===== src/rtl/ip_pad_switch.sv =====
// Pad multiplexer that routes one of NUM_IP pad sources onto the chip pads and
// changes the source only through a blanked drain / switch / settle sequence.
module ip_pad_switch #(
    parameter int PAD_W   = 82,
    parameter int NUM_IP  = 6,
    parameter int GUARD   = 4,
    parameter int RST_SEL = 1
) (
    input  logic                     clk,
    input  logic                     rst_n,
    input  logic [NUM_IP*PAD_W-1:0]  ip_o,
    input  logic [NUM_IP*PAD_W-1:0]  ip_oe,
    input  logic [2:0]               sel_req,
    input  logic                     sel_req_valid,
    output logic                     sel_req_ready,
    output logic [PAD_W-1:0]         io_pad_o,
    output logic [PAD_W-1:0]         io_pad_oe,
    output logic [2:0]               cur_sel,
    output logic                     busy,
    output logic                     switch_done,
    output logic                     sel_err
);

    typedef enum logic [1:0] {
        ACTIVE = 2'd0,
        DRAIN  = 2'd1,
        SWITCH = 2'd2,
        SETTLE = 2'd3
    } state_t;

    localparam int              CNT_W      = 4;
    localparam logic [CNT_W-1:0] CNT_RELOAD = CNT_W'(GUARD - 1);
    localparam logic [2:0]      SEL_RESET  = 3'(RST_SEL);

    state_t           state, state_nxt;
    logic [CNT_W-1:0] cnt, cnt_nxt;
    logic [2:0]       sel_q, sel_nxt;
    logic [2:0]       tgt_q, tgt_nxt;
    logic             done_nxt, err_nxt;
    logic             pass_nxt;
    logic             accept, sel_legal;

    function automatic logic [PAD_W-1:0] pick(input logic [NUM_IP*PAD_W-1:0] bus,
                                              input logic [2:0] s);
        pick = bus[int'(s)*PAD_W +: PAD_W];
    endfunction

    assign sel_req_ready = (state == ACTIVE) && rst_n;
    assign accept        = sel_req_valid && sel_req_ready;
    assign sel_legal     = int'(sel_req) < NUM_IP;
    assign busy          = (state != ACTIVE);
    assign cur_sel       = sel_q;

    always_comb begin
        state_nxt = state;
        cnt_nxt   = cnt;
        sel_nxt   = sel_q;
        tgt_nxt   = tgt_q;
        done_nxt  = 1'b0;
        err_nxt   = 1'b0;
        pass_nxt  = 1'b0;
        case (state)
            ACTIVE: begin
                pass_nxt = 1'b1;
                if (accept) begin
                    if (!sel_legal) begin
                        err_nxt = 1'b1;
                    end else if (sel_req == sel_q) begin
                        done_nxt = 1'b1;
                    end else begin
                        // Blank from the accepting edge onward so no mixed IP reaches the pads.
                        state_nxt = DRAIN;
                        cnt_nxt   = CNT_RELOAD;
                        tgt_nxt   = sel_req;
                        pass_nxt  = 1'b0;
                    end
                end
            end
            DRAIN: begin
                if (cnt == '0) begin
                    state_nxt = SWITCH;
                end else begin
                    cnt_nxt = cnt - CNT_W'(1);
                end
            end
            SWITCH: begin
                state_nxt = SETTLE;
                sel_nxt   = tgt_q;
                cnt_nxt   = CNT_RELOAD;
            end
            SETTLE: begin
                if (cnt == '0) begin
                    state_nxt = ACTIVE;
                    done_nxt  = 1'b1;
                end else begin
                    cnt_nxt = cnt - CNT_W'(1);
                end
            end
            default: begin
                state_nxt = ACTIVE;
            end
        endcase
    end

    always_ff @(posedge clk) begin
        if (!rst_n) begin
            state       <= ACTIVE;
            cnt         <= '0;
            sel_q       <= SEL_RESET;
            tgt_q       <= SEL_RESET;
            switch_done <= 1'b0;
            sel_err     <= 1'b0;
        end else begin
            state       <= state_nxt;
            cnt         <= cnt_nxt;
            sel_q       <= sel_nxt;
            tgt_q       <= tgt_nxt;
            switch_done <= done_nxt;
            sel_err     <= err_nxt;
        end
    end

    // Pad register stage: the selected slice, or all-zero while blanked or in reset.
    always_ff @(posedge clk) begin
        if (!rst_n) begin
            io_pad_o  <= '0;
            io_pad_oe <= '0;
        end else if (pass_nxt) begin
            io_pad_o  <= pick(ip_o, sel_q);
            io_pad_oe <= pick(ip_oe, sel_q);
        end else begin
            io_pad_o  <= '0;
            io_pad_oe <= '0;
        end
    end

endmodule


===== config.mk =====
export PLATFORM = sky130hd
export DESIGN_NAME = ip_pad_switch
export DESIGN_NICKNAME = d
export VERILOG_FILES = /design/src/rtl/ip_pad_switch.sv
export SDC_FILE = /design/constraint.sdc
export NUM_CORES = 1
export LEC_CHECK = 0
export BUFFER_PORTS_ARGS = -buffer_cell sky130_fd_sc_hd__clkbuf_2
export CAP_MARGIN = 25
export CORE_AREA = 2 2 452 454
export DETAILED_ROUTE_END_ITERATION = 8
export DIE_AREA = 0 0 454 456
export PLACE_DENSITY = 0.3
export SYNTH_ARGS = -nofsm -noshare
export SYNTH_HDL_FRONTEND = slang
export SYNTH_SLANG_ARGS = --single-unit

===== constraint.sdc =====
create_clock -name clk -period 4.02 [get_ports clk]
set_input_delay 0.402 -clock clk [delete_from_list [all_inputs] [get_ports clk]]
set_output_delay 0.402 -clock clk [all_outputs]
set_load 0.05 [all_outputs]

### Word-level counts from Yosys, hierarchy flattened

Cells that the tools add are included.
W data, S select, Z words.

| word-level totals | value |
|---|---|
| register bits after elaboration | 178 |
| output and inout port bits | 171 |
| word-level logic and storage cells | 55 |

| operators by class | value |
|---|---|
| add/sub/neg operators | 1 |
| bitwise gates (word level) | 1 |
| reduce and logical (&&, ||, !) cells | 11 |
| shift-type cells | 2 |
| multipliers | 1 |
| muxes and demuxes | 20 |
| order comparisons | 1 |
| eq/ne operators | 10 |

Operator list:

| cell | number |
|---|---|
| $shiftx A492 B11 Y82 | 1 |
| $shiftx A492 B32 Y82 | 1 |
| $mux W4 | 4 |
| $ne A2 B2 Y1 const B | 6 |
| $pmux W4 S3 | 1 |
| $mux W2 | 5 |
| $mul A3 B6 Y9 const B | 1 |
| $mux W1 | 8 |
| $pmux W2 S4 | 1 |
| $reduce_and A4 Y1 | 2 |
| $reduce_and A5 Y1 | 1 |
| $eq A2 B2 Y1 const B | 2 |
| $logic_not A4 Y1 | 1 |
| $sub A4 B1 Y4 const B | 1 |
| $eq A3 B3 Y1 | 1 |
| $lt A3 B3 Y1 const B | 1 |
| $reduce_and A3 Y1 | 1 |
| $eq A2 B1 Y1 const B | 1 |
| $logic_and A1 B1 Y1 | 2 |
| $logic_not A2 Y1 | 1 |
| $pmux W1 S2 | 1 |
| $reduce_and A2 Y1 | 1 |
| $reduce_bool A2 Y1 | 1 |
| $reduce_or A2 Y1 | 1 |
| $not A1 Y1 | 1 |

### Logic depth before layout (Yosys ltp)

Gate-level depths: netlist of the first run.

| depth | value |
|---|---|
| word-level depth | 6 |
| depth in mapped cells | 8 |

### Worst setup path after synthesis of the first run

OpenSTA, ideal clock, no wires.

| path | value |
|---|---|
| path type | reg2reg |
| start | register sel_q[0], in the netlist cur_sel[0] |
| end | register io_pad_o[0] |
| library setup time | 0.117 ns |
| path buffers | 3 |
| required time | 3.903 ns |
| arrival time | 2.049 ns |
| cell stages (with the launch flop) | 7 |
| path slack | 1.854 ns |
| path through | dfxtp_1 -> buf_2 -> buf_2 -> buf_2 -> mux4_2 -> a22oi_1 -> nor2_1 |

| between the ends | value |
|---|---|
| cells in the longest elaborated chain, start to end | 6 |
| elaborated cells between the ends (all ways) | 8 |
| those cells by class | mul: 1; eq/ne: 1; shift: 1; mux: 4; reduce/logical: 1 |

RTL lines:

| element | RTL line | RTL |
|---|---|---|
| start, declared | 37 | `logic [2:0] sel_q, sel_nxt;` |
| start signal, assigned | 116 | `sel_q <= sel_nxt;` |
| branches (longest 6 deep; another with $mul A3 B6 Y9) | n/a |  |
| end signal, assigned | 129 | `io_pad_o <= pick(ip_o, sel_q);` |
| end, declared | 16 | `output logic [PAD_W-1:0] io_pad_o,` |

Several ways; the timed one is not identified.
A chain may end at the register's enable or synchronous reset.

### Final worst setup path of the first run

| path | value |
|---|---|
| start | register state[0] |
| end | register io_pad_o[0] |

| between the ends | value |
|---|---|
| cells in the longest elaborated chain, start to end | 6 |

RTL lines:

| element | RTL line | RTL |
|---|---|---|
| start, declared | 35 | `state_t state, state_nxt;` |
| start signal, assigned | 114 | `state <= state_nxt;` |
| $logic_not A2 Y1 * | 48, 62 |  |
| $logic_and A1 B1 Y1 | 48 | `assign sel_req_ready = (state == ACTIVE) && rst_n;` |
| $logic_and A1 B1 Y1 | 49 | `assign accept = sel_req_valid && sel_req_ready;` |
| $mux W1 | 65 | `if (accept) begin` |
| $mux W1 * | 62 | `case (state)` |
| $reduce_and A2 Y1 (no source line) * | n/a |  |

Every way passes the cells marked *; elsewhere a longest branch is shown, timed or not.

==> out/qor.csv, run 1 <==
metric;value;unit
CP max stage delay;0.39;ns
post-detailed-route count of antenna-violating nets;0;
number of violations reported at the end of detailed-routing iteration 0;911;
endpoint kind of the worst setup timing path;flip-flop;
Hold Worst Slack;0.102;ns
nature of the critical path startpoint;flip-flop;
worst min-delay path category;in -> reg;
total clock buffers created by CTS;17;
filler-free cell count of the finished design;4835;
post-synth cell types;37;
cell count after synthesis;1015;
fillcell total;23467;
Hold-fix buffers, CTS;0;
slowest library cell on the worst path;nand2_8;
post-CTS setup repair buffer count;0;
placed cell count;4771;
Avg Vias per Cell;2.97;
Max clock buf depth;2;
vias in the first global route;14427;
Clock Root Buffer;clkbuf_16;
clock latency of the later-clocked register in the worst-skew pair;0.56;ns
largest clock skew in the final design;0.0170;ns
count of cells along the worst hold path;3;
Total Negative Setup Slacks;0;ns
Worst Setup Path Type;reg -> reg;
Register Area;0.00357;mm^2
global-route wire length before repair;159;mm
core region area;0.202;mm^2
CTS Sinks;178;
worst path cell trace;inv_1 > ha_1 > and3_1 > o311ai_4 > nand2_8 > buf_4 > buf_12 > nor2_1;
post-synthesis sequential element count;178;
result of the run;complete, no violations;
worst reg-to-reg path cell count;8;
overflow left after global routing;0;
number of buffer cells added on primary ports;1160;
DRC;0;
count of vias placed by the detailed router;14382;
leakage power figure;9.53;nW
placement row count;165;
max-cap check violation count;0;
Die Wd;454;um
average wire length per cell after detail routing;26.9;um
initial antenna violation count;168;
worst path required time;4.45;ns
initial cell density of the core;6.00;%
total of endpoints with negative setup slack in the final report;0;
HPWL after DPL;114;mm
Design Power;7.89;mW
post-layout minimum cycle time;2.80;ns
number of placed I/O pins;1161;
TritonCTS clock tree;built;
Max FO, Critical Path;53;
total count of max-transition violations in the final report;0;
final hold viol count;0;
RSZ-0062 raised after global routing;false;
highest clock frequency the design can meet;357;MHz
area of the die;0.207;mm^2
average cell area after synthesis;11.9;um^2
headroom to the max-slew limit;33.2;%
routability-driven placement congestion ratio;0.911;
largest net degree at the start of global routing;93;
final clock period utilization by the worst path;69.7;%
layout cell share with drive strength beyond 1;74.0;%
total number of yosys warnings;0;
synth-to-layout area growth;79.5;%
pwr/cell area;363;mW/mm^2
slack of the critical path;1.22;ns
clock-pin slew on the worst setup and hold paths;0.09;ns
Worst EP arrival;3.23;ns
Post-Syn Nets;2011;
area occupied by multi-input gates;0.00792;mm^2
sequential-to-total area share from yosys stat;29.4;%
Max H-tree Level;4;
Post-Syn Area;0.0121;mm^2
final net count;3114;
Tot GR Track Use;12.1;%
Post-CTS Resized;0;
number of optimization iterations in the first detailed-route pass;5;
peak ir drop on the vdd network;405;uV
Routed Wire Length;130;mm
transition time at the pin with the least slew margin;1.00;ns
height of the die;456;um
minimum setup slack after placement;1.08;ns
-- final timing paths --
check	slack, ns	end	startpoint
worst max-delay path	1.22	io_pad_o[0]$_SDFF_PN0_	state[0]$_SDFFE_PN0P_
worst min-delay path	0.10	tgt_q[0]$_SDFFE_PN1P_	sel_req[0]
worst max register to register	1.22	io_pad_o[0]$_SDFF_PN0_	state[0]$_SDFFE_PN0P_
worst min register to register	0.50	cur_sel[0]$_SDFFE_PN1P_	tgt_q[0]$_SDFFE_PN1P_
-- kinds of logic after synthesis --
kind of cell | Yosys count | synth area share (%)
multiplexers | 336 | 46.4
AND/OR/NAND/NOR | 194 | 6.62
AO/OA/AOI/OAI | 179 | 11.3
flip-flops | 178 | 29.4
buffers and inverters | 119 | 5.36
adder cells (fa/ha/maj) | 6 | 0.620
XOR/XNOR | 3 | 0.279
-- routing by layer --
layer	track usage (%)	vias to the layer above	share of wire [%]
met2	20.9	829	49
met3	6.87	257	12
met4	4.20	90	3.6
met1	12.2	6965	34
met5	0	-	0.44
li1	-	6241	-
-- synthesized netlist by cell type, drive strengths merged --
| master | instances | area [um^2] |
|---|---|---|
| o311ai | 1 | 26.3 |
| o2bb2ai | 1 | 8.76 |
| mux2i | 8 | 80.1 |
| a2bb2oi | 1 | 8.76 |
| o21ba | 1 | 10.0 |
| a21oi | 3 | 15.0 |
| ha | 6 | 75.1 |
| o21a | 1 | 7.51 |
| a2111oi | 1 | 8.76 |
| a211oi | 1 | 7.51 |
| nand2 | 9 | 36.3 |
| buf | 69 | 462 |
| nand3 | 1 | 5.00 |
| inv | 6 | 22.5 |
| nor2 | 168 | 656 |
| or3 | 2 | 12.5 |
| o221a | 2 | 22.5 |
| nor3b | 3 | 22.5 |
| and3 | 1 | 6.26 |
| nor3 | 1 | 5.00 |
| mux2 | 164 | 1850 |
| a22oi | 164 | 1230 |
| xor2 | 3 | 33.8 |
| nor2b | 5 | 31.3 |
| and2 | 2 | 12.5 |
| o21ai | 2 | 10.0 |
| dfxtp | 178 | 3560 |
| clkbuf | 44 | 165 |
| nand3b | 2 | 15.0 |
| mux4 | 164 | 3690 |
| a31o | 1 | 8.76 |
-- power by group --
part           switching (mW)  leakage (nW)  internal, mW  total (mW)
registers               0.147          1.47          2.12        2.27
clock network            1.06         0.295         0.924        1.99
logic                    2.49          7.76          1.15        3.63
-- layout make-up --
class,instances,share of cell area [%]
Antenna cell,32,0.368
Clock buffer,18,2.07
Clock inverter,14,0.743
Inverter,6,0.138
Multi-Input combinational cell,718,36.4
Sequential cell,178,16.4
Tap cell,2672,15.4
Timing Repair Buffer,1197,28.4
-- critical path: cells and delay by family, from the launching register on --
kind	cells	cell delay, ns
compound gates	1	0.24
fa+ha+maj	1	0.38
buf+inv	3	0.83
flops	1	0.34
simple gates	3	0.79
-- sequential cells by signal, summed over array words and instances, names as in the netlist --
signal       cells
io_pad_oe       82
sel_err          1
cnt              4
io_pad_o        82
state            2
tgt_q            3
cur_sel          3
switch_done      1
-- stage by stage --
stage          cell area [um^2]  utilization, %
2_1_floorplan             12100               -
3_3_place_gp              21000            10.4
3_5_place_dp              21000            10.4
4_1_cts                   21700            10.7
5_1_grt                   21700            10.8
6_report                  21700            10.8
-- cells in the final DEF, fill, tap and decap left out, types with 10 or more instances in the layout --
master     count
clkbuf_2    1160
mux4_2       164
nor2_1       157
clkbuf_16     18
diode_2       32
nor2_2        10
dfxtp_1      176
buf_4         29
a22oi_1      164
mux2_2       164
Power figures use the tool's default switching activity.
==> run 2, diff against run 1 <==
--- a/config.mk
+++ b/config.mk
@@ -7,9 +7,9 @@
 export LEC_CHECK = 0
 export BUFFER_PORTS_ARGS = -buffer_cell sky130_fd_sc_hd__clkbuf_2
 export CAP_MARGIN = 25
-export CORE_AREA = 2 2 452 454
+export CORE_AREA = 2 2 450 452
 export DETAILED_ROUTE_END_ITERATION = 8
-export DIE_AREA = 0 0 454 456
+export DIE_AREA = 0 0 452 454
 export PLACE_DENSITY = 0.3
 export SYNTH_ARGS = -nofsm -noshare
 export SYNTH_HDL_FRONTEND = slang
==> constraint.sdc (replaced) <==
create_clock -name clk -period 2.7 [get_ports clk]
set_input_delay 0.27 -clock clk [delete_from_list [all_inputs] [get_ports clk]]
set_output_delay 0.27 -clock clk [all_outputs]
set_load 0.05 [all_outputs]
==> out/qor.csv, run 2 (synthesis results as in run 1) <==
metric;value;unit
count of vias placed by the detailed router;14699;
number of buffer cells added on primary ports;1160;
height of the die;454;um
peak ir drop on the vdd network;395;uV
post-layout minimum cycle time;2.38;ns
part of the power in the clock network;23.5;%
placement row count;165;
result of the run;complete, no violations;
headroom to the max-slew limit;51.4;%
switching power;5.51;mW
core region area;0.201;mm^2
post-CTS setup repair buffer count;0;
total of endpoints with negative setup slack in the final report;0;
highest clock frequency the design can meet;420;MHz
total count of max-transition violations in the final report;0;
HPWL after DPL;115;mm
final net count;3158;
routability-driven placement congestion ratio;0.902;
Avg Vias per Cell;3.02;
minimum setup slack after placement;0.406;ns
worst path required time;3.14;ns
Total Negative Setup Slacks;0;ns
largest clock skew in the final design;0.0157;ns
Post-CTS Resized;0;
largest net degree at the start of global routing;62;
most frequent cell on the critical path;buf_12;
number of placed I/O pins;1161;
Max FO, Critical Path;54;
transition time at the pin with the least slew margin;0.728;ns
slack of the critical path;0.320;ns
DRC;0;
initial antenna violation count;156;
Die Wd;452;um
number of optimization iterations in the first detailed-route pass;5;
worst reg-to-reg path cell count;6;
Internal Power;6.19;mW
pwr/cell area;529;mW/mm^2
switching power as a share of total power;47.1;%
registers with the most flip-flops;io_pad_o x82, io_pad_oe x82, cnt x4;
TritonCTS clock tree;built;
count of cells along the worst hold path;4;
fillcell total;23237;
Tot GR Track Use;12.0;%
leakage power figure;9.74;nW
combinational share of power;47.5;%
final hold viol count;0;
clock latency of the later-clocked register in the worst-skew pair;0.54;ns
slowest library cell on the worst path;dlygate4sd3_1;
Max H-tree Level;4;
area of the die;0.205;mm^2
Worst EP arrival;2.82;ns
layout cell share with drive strength beyond 1;73.7;%
number of violations reported at the end of detailed-routing iteration 0;941;
Max clock buf depth;2;
endpoint kind of the worst setup timing path;flip-flop;
Hold-fix buffers, CTS;19;
worst min-delay path category;in -> reg;
Clock Root Buffer;clkbuf_16;
overflow left after global routing;0;
total clock buffers created by CTS;17;
nature of the critical path startpoint;flip-flop;
vias in the first global route;14482;
CP max stage delay;0.56;ns
clock-pin slew on the worst setup and hold paths;0.09;ns
global-route wire length before repair;157;mm
post-detailed-route count of antenna-violating nets;0;
average wire length per cell after detail routing;26.4;um
CTS Sinks;178;
sequential share of power;29.0;%
synth-to-layout area growth;82.7;%
final clock period utilization by the worst path;88.1;%
Worst Setup Path Type;reg -> reg;
most used cells in the layout excluding fill and tap cells;1,160 x clkbuf_2, 176 x dfxtp_1, 164 x mux4_2, 164 x mux2_2, 164 x a22oi_1;
initial cell density of the core;6.03;%
worst path cell trace;buf_12 > buf_12 > mux2_2 > dlygate4sd3_1 > a22oi_1 > nor2_2;
Routed Wire Length;129;mm
most common library cell in the layout ignoring fill and taps;clkbuf_2;
max-cap check violation count;0;
RSZ-0062 raised after global routing;false;
[run 2: metal layers]
layer	vias to the layer above	track usage, %	share of wire, %
met5	-	0	0.40
met4	80	2.92	2.3
met3	245	5.85	12
met2	847	20.8	50
met1	7216	13.1	35
li1	6311	-	-
[run 2: power by group through the flow]
stage	combinational [mW]	clock [mW]	sequential, mW
5_1_grt	5.90	3.03	3.45
2_1_floorplan	1.67	0	5.09
6_report	5.56	2.75	3.39
3_5_place_dp	5.68	0	3.47
4_1_cts	5.72	3.00	3.41
3_3_place_gp	5.68	0	3.49
[run 2: critical path: cells and delay by family, from the launching register on]
| family | cells | cell delay [ns] |
|---|---|---|
| AO/OA/AOI/OAI | 1 | 0.18 |
| buffers and inverters | 3 | 1.12 |
| flip-flops | 1 | 0.44 |
| multiplexers | 1 | 0.37 |
| AND/OR/NAND/NOR | 1 | 0.04 |
[run 2: layout make-up]
type	instances	area [um^2]	share of cell area [%]
multi-input combinational	718	7920	35.8
timing repair buffer	1241	6640	30.0
sequential	178	3570	16.1
tap	2672	3340	15.1
clock buffer	17	425	1.92
clock inverter	15	146	0.662
antenna	23	57.6	0.260
inverter	6	30.0	0.136
[run 2: path summary, 6_finish.rpt]
path / startpoint / endpoint / slack [ns]
worst min-delay path: ip_o[360] / io_pad_o[32]$_SDFF_PN0_ / 0.09
worst max register to register: cur_sel[0]$_SDFFE_PN1P_ / io_pad_o[48]$_SDFF_PN0_ / 0.32
worst max-delay path: cur_sel[0]$_SDFFE_PN1P_ / io_pad_o[48]$_SDFF_PN0_ / 0.32
worst min register to register: tgt_q[0]$_SDFFE_PN1P_ / cur_sel[0]$_SDFFE_PN1P_ / 0.48
[run 2: metrics by stage]
stage               area (um^2)  hold slack, ns  util [%]  instances  power (mW)
finish                    22100          0.0909      11.0       4870        11.7
global placement          21300           0.479      10.6       4796        9.17
global route              22100          0.0465      11.0       4852        12.4
CTS                       22100        0.000314      11.0       4847        12.1
floorplan                 12100           0.395         -       1015        6.76
detailed placement        21300           0.464      10.6       4796        9.15
==> run 3, diff against run 2 <==
--- a/config.mk
+++ b/config.mk
@@ -5,11 +5,12 @@
 export SDC_FILE = /design/constraint.sdc
 export NUM_CORES = 1
 export LEC_CHECK = 0
+export ABC_AREA = 1
 export BUFFER_PORTS_ARGS = -buffer_cell sky130_fd_sc_hd__clkbuf_2
 export CAP_MARGIN = 25
-export CORE_AREA = 2 2 450 452
+export CORE_AREA = 2 2 456 458
 export DETAILED_ROUTE_END_ITERATION = 8
-export DIE_AREA = 0 0 452 454
+export DIE_AREA = 0 0 458 460
 export PLACE_DENSITY = 0.3
 export SYNTH_ARGS = -nofsm -noshare
 export SYNTH_HDL_FRONTEND = slang
==> out/qor.csv, run 3 <==
metric;value;unit
main combinational cell family by area after synthesis;compound AO/OA/AOI/OAI gates;
largest net degree at the start of global routing;127;
placement row count;167;
number of buffer cells added on primary ports;1160;
final net count;4197;
fillcell total;24621;
HPWL after DPL;130;mm
final hold viol count;0;
height of the die;460;um
max-cap check violation count;0;
post-synth cell types;25;
cell count after synthesis;2122;
count of vias placed by the detailed router;20113;
portion of synthesized cell area occupied by the leading cell type;28.6;%
peak ir drop on the vdd network;594;uV
async set or reset register ratio after synthesis;0;%
Tot GR Track Use;13.6;%
Total Negative Setup Slacks;0;ns
Post-Synth XOR/XNOR Area;0.0702;%
simple-gate area share of the yosys netlist;26.8;%
Routed Wire Length;151;mm
post-detailed-route count of antenna-violating nets;0;
minimum setup slack after placement;0.381;ns
Register Area;0.00357;mm^2
most used cells in the layout excluding fill and tap cells;1,160 x clkbuf_2, 836 x nor2_1, 480 x o21ai_0;
multiplexer share of the synthesized area;0;%
global-route wire length before repair;190;mm
count of cell instances traversed by the critical path;2;
Post-Syn Nets;3118;
Main synth FF type;dfxtp_1;
Worst EP arrival;2.06;ns
sequential-to-total area share from yosys stat;28.6;%
highest clock frequency the design can meet;430;MHz
total count of max-transition violations in the final report;0;
CP max stage delay;0.47;ns
registers with the most flip-flops;io_pad_o x82, io_pad_oe x82, cnt x4;
count of cells along the worst hold path;5;
DRC;0;
post-CTS setup repair buffer count;0;
fraction of the mapped netlist area in adder cells;0.602;%
area of the die;0.211;mm^2
cell class contributing the biggest share of worst-path delay;buffers and inverters;
area occupied by multi-input gates;0.00784;mm^2
Clock Root Buffer;clkbuf_16;
routability-driven placement congestion ratio;0.879;
total of endpoints with negative setup slack in the final report;0;
post-synthesis compound-gate area fraction;35.2;%
number of optimization iterations in the first detailed-route pass;6;
Die Wd;458;um
post-layout minimum cycle time;2.33;ns
synth-to-layout area growth;79.9;%
largest clock skew in the final design;0.0178;ns
Buffers & Inverters on Critical Path;2;
flop2flop setup slack;0.41;ns
pwr/cell area;978;mW/mm^2
post-synthesis sequential element count;178;
nature of the critical path startpoint;flip-flop;
ranking of synthesized cells by instance count;837 x nor2_1, 480 x o21ai_0, 178 x dfxtp_1;
leakage power figure;10.1;nW
total number of yosys warnings;0;
Hold-fix buffers, CTS;36;
total clock buffers created by CTS;17;
cell type contributing the most total cell area after synthesis;dfxtp_1;
average cell area after synthesis;5.88;um^2
Post-Syn Area;0.0125;mm^2
cell with the most instances after synthesis;nor2_1;
clock-pin slew on the worst setup and hold paths;0.08;ns
worst path required time;2.43;ns
initial cell density of the core;6.06;%
overflow left after global routing;0;
slowest library cell on the worst path;dfxtp_4;
initial antenna violation count;156;
clock latency of the later-clocked register in the worst-skew pair;0.55;ns
Max H-tree Level;4;
headroom to the max-slew limit;38.6;%
number of placed I/O pins;1161;
RSZ-0062 raised after global routing;false;
TritonCTS clock tree;built;
Max FO, Critical Path;126;
main area contributors after synthesis;dfxtp_1 29%, nor2_1 25%, o21ai_0 19%;
worst reg-to-reg path cell count;10;
final clock period utilization by the worst path;86.1;%
slack of the critical path;0.375;ns
worst min-delay path category;in -> reg;
result of the run;complete, no violations;
vias in the first global route;20570;
Worst Setup Path Type;reg -> out;
Avg Vias per Cell;3.38;
number of violations reported at the end of detailed-routing iteration 0;1143;
average wire length per cell after detail routing;25.3;um
core region area;0.206;mm^2
Post-CTS Resized;0;
transition time at the pin with the least slew margin;0.921;ns
EDFF count, synth;0;
endpoint kind of the worst setup timing path;output port;
layout cell share with drive strength beyond 1;39.5;%
CTS Sinks;178;
most common library cell in the layout ignoring fill and taps;clkbuf_2;
Max clock buf depth;2;
worst path cell trace;buf_12 > clkbuf_2;
==> run 3: worst paths after layout <==
| path | from | endpoint |
|---|---|---|
| setup reg to reg | state[0]$_SDFFE_PN0P_ | io_pad_o[42]$_SDFF_PN0_ |
| setup / recovery | cur_sel[0]$_SDFFE_PN1P_ | cur_sel[0] |
| hold reg to reg | tgt_q[2]$_SDFFE_PN0P_ | cur_sel[2]$_SDFFE_PN0P_ |
| hold / removal | ip_oe[361] | io_pad_oe[33]$_SDFF_PN0_ |
==> run 3: cell type report <==
class / count / share of cell area (%)
Sequential cell: 178 / 15.9
Multi-Input combinational cell: 1723 / 34.9
Clock buffer: 19 / 1.97
Inverter: 21 / 0.535
Tap cell: 2704 / 15.1
Timing Repair Buffer: 1260 / 30.5
Clock inverter: 13 / 0.636
Antenna cell: 38 / 0.424
==> run 3: where the power goes <==
part	total, mW	internal, mW	leakage (nW)	switching, mW
logic	15.0	3.83	8.31	11.2
clock network	2.82	1.33	0.283	1.49
registers	4.15	3.62	1.47	0.525
==> run 3: per-layer routing <==
metal	up-vias	routed length [um]	track usage, %
met1	9252	59400	15.3
met4	86	2980	2.83
met3	248	16900	6.58
met5	-	518	0
met2	1125	70700	23.3
li1	9402	-	-
==> run 3: cells by family (layout without fill, tap and decap cells) <==
group / Yosys count / in the layout
simple gates: 881 / 881
compound gates: 835 / 835
buf+inv: 221 / 1313
flops: 178 / 178
fa+ha+maj: 6 / 6
xor+xnor: 1 / 1
other cells: 0 / 38
==> run 3: worst register-to-register path, cell delays in order, from the launching register on <==
cell and delay, ns:
dfxtp_1 0.34, inv_1 0.13, ha_1 0.25, nand2_1 0.09, inv_2 0.12, nand2_1 0.08
nor2_1 0.21, nand2_4 0.13, nand2_8 0.38, buf_12 0.35, nor2_1 0.08
==> run 3: through the flow <==
step           utilization [%]  hold WS [ns]  area, um^2  power [mW]  instances
3_3_place_gp              10.4         0.468       21400        19.5       5850
5_1_grt                   10.9        0.0474       22400        23.5       5921
3_5_place_dp              10.4         0.464       21400        19.4       5850
6_report                  10.9        0.0842       22400        22.0       5956
2_1_floorplan                -         0.408       12500        13.3       2122
4_1_cts                   10.8      0.000205       22300        22.5       5918
